File: config.mk
export PLATFORM = sky130hd
export DESIGN_NAME = hop_ctrl
export DESIGN_NICKNAME = d
export VERILOG_FILES = /design/src/rtl/hop_ctrl.sv
export SDC_FILE = /design/constraint.sdc
export NUM_CORES = 1
export LEC_CHECK = 0
export CAP_MARGIN = 20
export CORE_ASPECT_RATIO = 0.7
export CORE_UTILIZATION = 40
export CTS_CLUSTER_SIZE = 8
export DETAILED_ROUTE_END_ITERATION = 10
export PLACE_DENSITY = 0.78
export RECOVER_POWER = 50
export SYNTH_ARGS = -nofsm -noshare
export SYNTH_HDL_FRONTEND = slang
export SYNTH_SLANG_ARGS = --single-unit
File: constraint.sdc
create_clock -name clk -period 4.9 [get_ports clk]
set_clock_uncertainty 0.15 [all_clocks]
set_input_delay 0.98 -clock clk [delete_from_list [all_inputs] [get_ports clk]]
set_output_delay 0.98 -clock clk [all_outputs]
set_load 0.02 [all_outputs]
File: src/rtl/hop_ctrl.sv
// hop_ctrl: native clock counter and hop-engine sequencer with channel handshake
module hop_ctrl #(
    parameter int TRAIN_TICKS = 8192,
    parameter int KOFF_A = 24,
    parameter int KOFF_B = 8
) (
    input  logic        clk,
    input  logic        rst_n,
    input  logic        tick,
    input  logic        clk_load,
    input  logic [27:0] clk_init,
    input  logic        start,
    input  logic        stop,
    input  logic [1:0]  mode,
    input  logic [6:0]  hop_in,
    input  logic        chan_ack,
    output logic [4:0]  x,
    output logic        y1,
    output logic [4:0]  y2,
    output logic [27:0] clk_cnt,
    output logic [6:0]  chan,
    output logic        chan_valid,
    output logic        overrun,
    output logic        busy,
    output logic        train
);
    localparam logic [12:0] TLAST = 13'(TRAIN_TICKS - 1);
    localparam logic [4:0] KA = 5'(KOFF_A);
    localparam logic [4:0] KB = 5'(KOFF_B);

    typedef enum logic [1:0] {IDLE, LOAD, CAPTURE, WAIT} state_t;

    state_t      state, state_nxt;
    logic        pending, pend_nxt;
    logic        page_q, page_e;
    logic        go, qual, load_x, capture;
    logic [27:0] clk_nxt;
    logic [12:0] tcnt, tcnt_nxt;
    logic        train_nxt;
    logic [4:0]  koff, x_nxt;
    logic [3:0]  diff;

    assign busy    = state != IDLE;
    assign go      = state == IDLE && start && !stop;
    assign clk_nxt = (state == IDLE && clk_load) ? clk_init : clk_cnt + 28'(tick);
    assign page_e  = go ? (mode == 2'b01 || mode == 2'b10) : page_q;
    assign qual    = busy && tick && (page_q || clk_cnt[0]);
    assign capture = state == LOAD && !stop;

    // x/y are computed from the clock value that becomes current on this edge,
    // so a tick and the LOAD it triggers land in the same cycle
    assign koff  = train_nxt ? KB : KA;
    assign diff  = {clk_nxt[4:2], clk_nxt[0]} - clk_nxt[15:12];
    assign x_nxt = page_e ? clk_nxt[16:12] + koff + {1'b0, diff} : clk_nxt[6:2];

    // train counter: ticks while busy in page/inquiry, toggling train at wrap
    always_comb begin
        tcnt_nxt  = tcnt;
        train_nxt = train;
        if (go) begin
            tcnt_nxt  = '0;
            train_nxt = 1'b0;
        end else if (busy && page_q && tick) begin
            tcnt_nxt  = (tcnt == TLAST) ? '0 : tcnt + 13'd1;
            train_nxt = (tcnt == TLAST) ? ~train : train;
        end
    end

    // next state, pending flag and x/y load strobe
    always_comb begin
        state_nxt = state;
        pend_nxt  = pending;
        load_x    = 1'b0;
        case (state)
            IDLE: begin
                state_nxt = go ? LOAD : IDLE;
                load_x    = go;
            end
            LOAD: begin
                state_nxt = CAPTURE;
                pend_nxt  = pending | qual;
            end
            CAPTURE: begin
                state_nxt = (pending || qual) ? LOAD : WAIT;
                load_x    = pending || qual;
                pend_nxt  = 1'b0;
            end
            WAIT: begin
                state_nxt = qual ? LOAD : WAIT;
                load_x    = qual;
            end
            default: state_nxt = IDLE;
        endcase
        if (stop) begin
            state_nxt = IDLE;
            pend_nxt  = 1'b0;
            load_x    = 1'b0;
        end
    end

    // native clock: load only in IDLE, otherwise count ticks
    always_ff @(posedge clk or negedge rst_n) begin
        if (!rst_n) clk_cnt <= '0;
        else        clk_cnt <= clk_nxt;
    end

    // state register and pending flag
    always_ff @(posedge clk or negedge rst_n) begin
        if (!rst_n) begin
            state   <= IDLE;
            pending <= 1'b0;
        end else begin
            state   <= state_nxt;
            pending <= pend_nxt;
        end
    end

    // sequence type latched at start, train counter
    always_ff @(posedge clk or negedge rst_n) begin
        if (!rst_n) begin
            page_q <= 1'b0;
            tcnt   <= '0;
            train  <= 1'b0;
        end else begin
            page_q <= page_e;
            tcnt   <= tcnt_nxt;
            train  <= train_nxt;
        end
    end

    // hop engine inputs
    always_ff @(posedge clk or negedge rst_n) begin
        if (!rst_n) begin
            x  <= '0;
            y1 <= 1'b0;
            y2 <= '0;
        end else if (load_x) begin
            x  <= x_nxt;
            y1 <= clk_nxt[1];
            y2 <= {clk_nxt[1], 4'b0};
        end
    end

    // channel latch, consumer handshake and sticky overrun
    always_ff @(posedge clk or negedge rst_n) begin
        if (!rst_n) begin
            chan       <= '0;
            chan_valid <= 1'b0;
            overrun    <= 1'b0;
        end else begin
            if (capture) begin
                chan       <= hop_in;
                chan_valid <= 1'b1;
                overrun    <= overrun | (chan_valid & ~chan_ack);
            end else if (chan_ack) begin
                chan_valid <= 1'b0;
            end
            if (go) overrun <= 1'b0;
        end
    end
endmodule

==> impl_metrics.toml <==
[status]
status = "complete, but fails checks"
violations = "design-rule violations, max-capacitance violations, max-slew violations"

[synth]
synth.distinct_cells = 50
async_reset_ff_share_pct = 100
ys.flop_type = "dfrtp_1"
yosysSeqAreaShare_pct = 45.1
netlist_area_mm2 = 0.00339
synth_top_area_cell = "dfrtp_1"
syn_avg_cell_area_um2 = 9.54
netlist_instances = 355
ys_warn_count = 0
synth_edf_count = 0
synth.area.top_cells = "dfrtp_1 45%, xnor2_1 5.9%, nand2_1 4.9%"
yosys-top-cells-count = "61 x dfrtp_1, 44 x nand2_1, 31 x o21ai_0"
yosysMostFrequentCell = "dfrtp_1"
synth_seq_cells = 61
synth_top_area_share_pct = 45.1

[worst_setup_path]
startpoint_type = "primary input"
cpPeakStageDelay_ns = 0.44
r2r_start = "clk_cnt[4]"
cp_max_fo = 6
crit_type = "primary input to flip-flop"
cp_num_buf_inv = 2
critical-path-top-delay-family = "compound AO/OA/AOI/OAI gates"
worstPathArrival_ns = 4.87
crit_path_frequent_cell = "ha_1"
crit_path_start = "tick"
cp.required_ns = 4.96
cp_slowest_cell = "fa_1"
worstSetupEndpointType = "flip-flop"
worstPathCellList = "dlygate4sd2_1 > ha_1 > nand4_1 > or3_1 > buf_4 > o21ai_2 > a21oi_4 > a21o_1 > fa_1 > xnor2_1 > ha_1 > ha_1 > a21o_1 > a21oi_4 > xnor2_2 > xnor2_2 > xnor2_1 > a221o_1"

[timing]
hold_ws_ns = 0.335
timing.slew.headroom_pct = -33.7
timing.fmax_mhz = 208
min_period_ns = 4.81
setup_viol = 0
hold_violations = 0
tightest_slew_ns = 2.00
period_share_pct = 98.2
rsz0062_at_grt = "false"
slew_violations = 39

[detailed_routing]
dr.pass1.iters = 7
drc = 4
antenna_left = 0
vias = 2994
drt_iter0_drc = 172
avgRoutedWirePerCell_um = 16.0
viasPerCell = 5.22
finalWirelength_mm = 9.21

[grt]
grt_pass1_wl_mm = 15.0
antenna_found_initial = 0
grt_max_degree = 39
grt_pass1_vias = 3096
overflow = 0
track_usage_pct = 22.0

[placed_design]
hpwl_mm = 6.60
io_buffers = 89
routabilityCongestion = 0.808

[layout]
multi_input_area_mm2 = 0.00178
ff_latch_area_mm2 = 0.00153
fillers = 670
layout-drive-gt1-share_pct = 14.2
fin_nets = 525
antenna_cells = 0
syn_to_final_growth_pct = 44.3

[die]
die_h_um = 79.0
rows = 27
core_area_mm2 = 0.00804
io_pins = 94
die_w_um = 112
start_util_pct = 42.1
die-area_mm2 = 0.00885

[clocking]
cts_hold_buf = 0
cts_tree = "done"
clk_path_buf_depth = 2
clock_latency_ns = 0.33
htree_levels = 3
cts-root-buf = "clkbuf_16"
cts_buffers = 9
path_clk_slew_ns = 0.06
cts_sinks = 61

[pwr]
peakVddDrop_mv = 0.263
power_leakage_uw = 0.00207
power_uw = 2540
power_density_mw_per_mm2 = 521

[hold_path]
hp-class = "flip-flop to flip-flop"
min-delay-start = "x[3]"

[flow_run]
cap_violations = 1
==> cells by family after synthesis <==
group / count (synthesis) / share of synthesized area, %
DFF: 61 / 45.1
muxes: 16 / 5.39
other: 1 / 0.111
xor gates and xnor gates: 39 / 10.3
AOI/OAI and AO/OA: 61 / 10.9
and+or+nand+nor: 129 / 18.3
adders and majority gates: 13 / 5.24
buffers and inverters: 35 / 4.73
==> metal layers <==
layer | part of all wire (%) | track usage (%) | vias up
li1 | - | - | 1434
met1 | 44 | 28.0 | 1470
met2 | 49 | 36.5 | 74
met3 | 4.7 | 5.04 | 16
met4 | 2.0 | 8.67 | 0
met5 | 0 | 0 | -
==> tightest hold or removal path, stage by stage, from the launching register on <==
cell	delay [ns]
dfrtp_1	0.34
nand2_1	0.05
o21ai_0	0.06
==> per-stage QoR <==
step | instances | worst slack, ns | area (um^2) | setup TNS, ns | util (%)
after global placement | 556 | -0.445 | 4510 | -0.678 | 56.1
after CTS | 572 | 0.0626 | 4850 | 0 | 60.4
after floorplan | 358 | 0.0121 | 3410 | 0 | -
after global routing | 574 | 0.00810 | 4890 | 0 | 60.8
after detailed placement | 556 | -0.500 | 4510 | -0.893 | 56.1
final | 574 | 0.0901 | 4890 | 0 | 60.8
==> power breakdown <==
part,internal [uW],switching (uW),total [uW],leakage [uW]
sequential,615,111,726,0.000769
clock,458,234,691,0.000158
combinational,576,550,1130,0.00114
total,1650,895,2540,0.00207
==> flip-flops by register name, summed over array words and instances (netlist names) <==
register,flops
chan,7
chan_valid,1
clk_cnt,28
overrun,1
page_q,1
pending,1
state,2
tcnt,13
train,1
x,5
y2,1
==> worst paths after layout <==
check / to / slack [ns] / cells past startpoint
max in group asynchronous: clk_cnt[25] / 1.46 / 2
worst max-delay path: x[4] / 0.09 / 18
worst max register to register: x[4] / 0.59 / 16
worst min-delay path: x[3] / 0.34 / 2
min in group asynchronous: chan[5] / 1.07 / 1
worst min register to register: x[3] / 0.34 / 2
==> cell type report <==
cell class,count,share of cell area [%]
flip-flops and latches,61,31.2
clock inverters,6,1.77
repair buffers,115,21.6
well taps,101,2.59
inverters,19,1.46
multi-input cells,262,36.5
clock buffers,10,4.89
==> cells in the final DEF, fill, tap and decap left out, drive strengths merged, types with 2 or more instances in the layout <==
cell type      synthesis  routed
clkdlybuf4s50          0      84
dfrtp                 61      61
nand2                 44      44
o21ai                 33      33
nor2                  25      25
xnor2                 24      24
inv                   19      19
buf                   10      19
clkbuf                 6      18
xor2                  15      15
mux2                  15      15
nand3                 14      14
a21oi                 13      13
ha                    11      11
nor3                  10      10
nand4                  7       7
and3                   7       7
or3                    5       5
a21o                   4       4
conb                   1       4
dlygate4sd3            0       3
and2                   3       3
nor4                   3       3
clkinv                 0       3
o31a                   2       2
nand2b                 2       2
or2                    2       2
fa                     2       2
bufinv                 0       2
a31oi                  2       2
==> what timing repair did <==
item                                    4_1_cts  5_1_grt
setup buffers                                 0        1
pin swaps                                     2        9
gates resized for setup                       5        9
endpoints found under the setup margin        1        1
No activity file was read; power rests on OpenSTA's default activity.
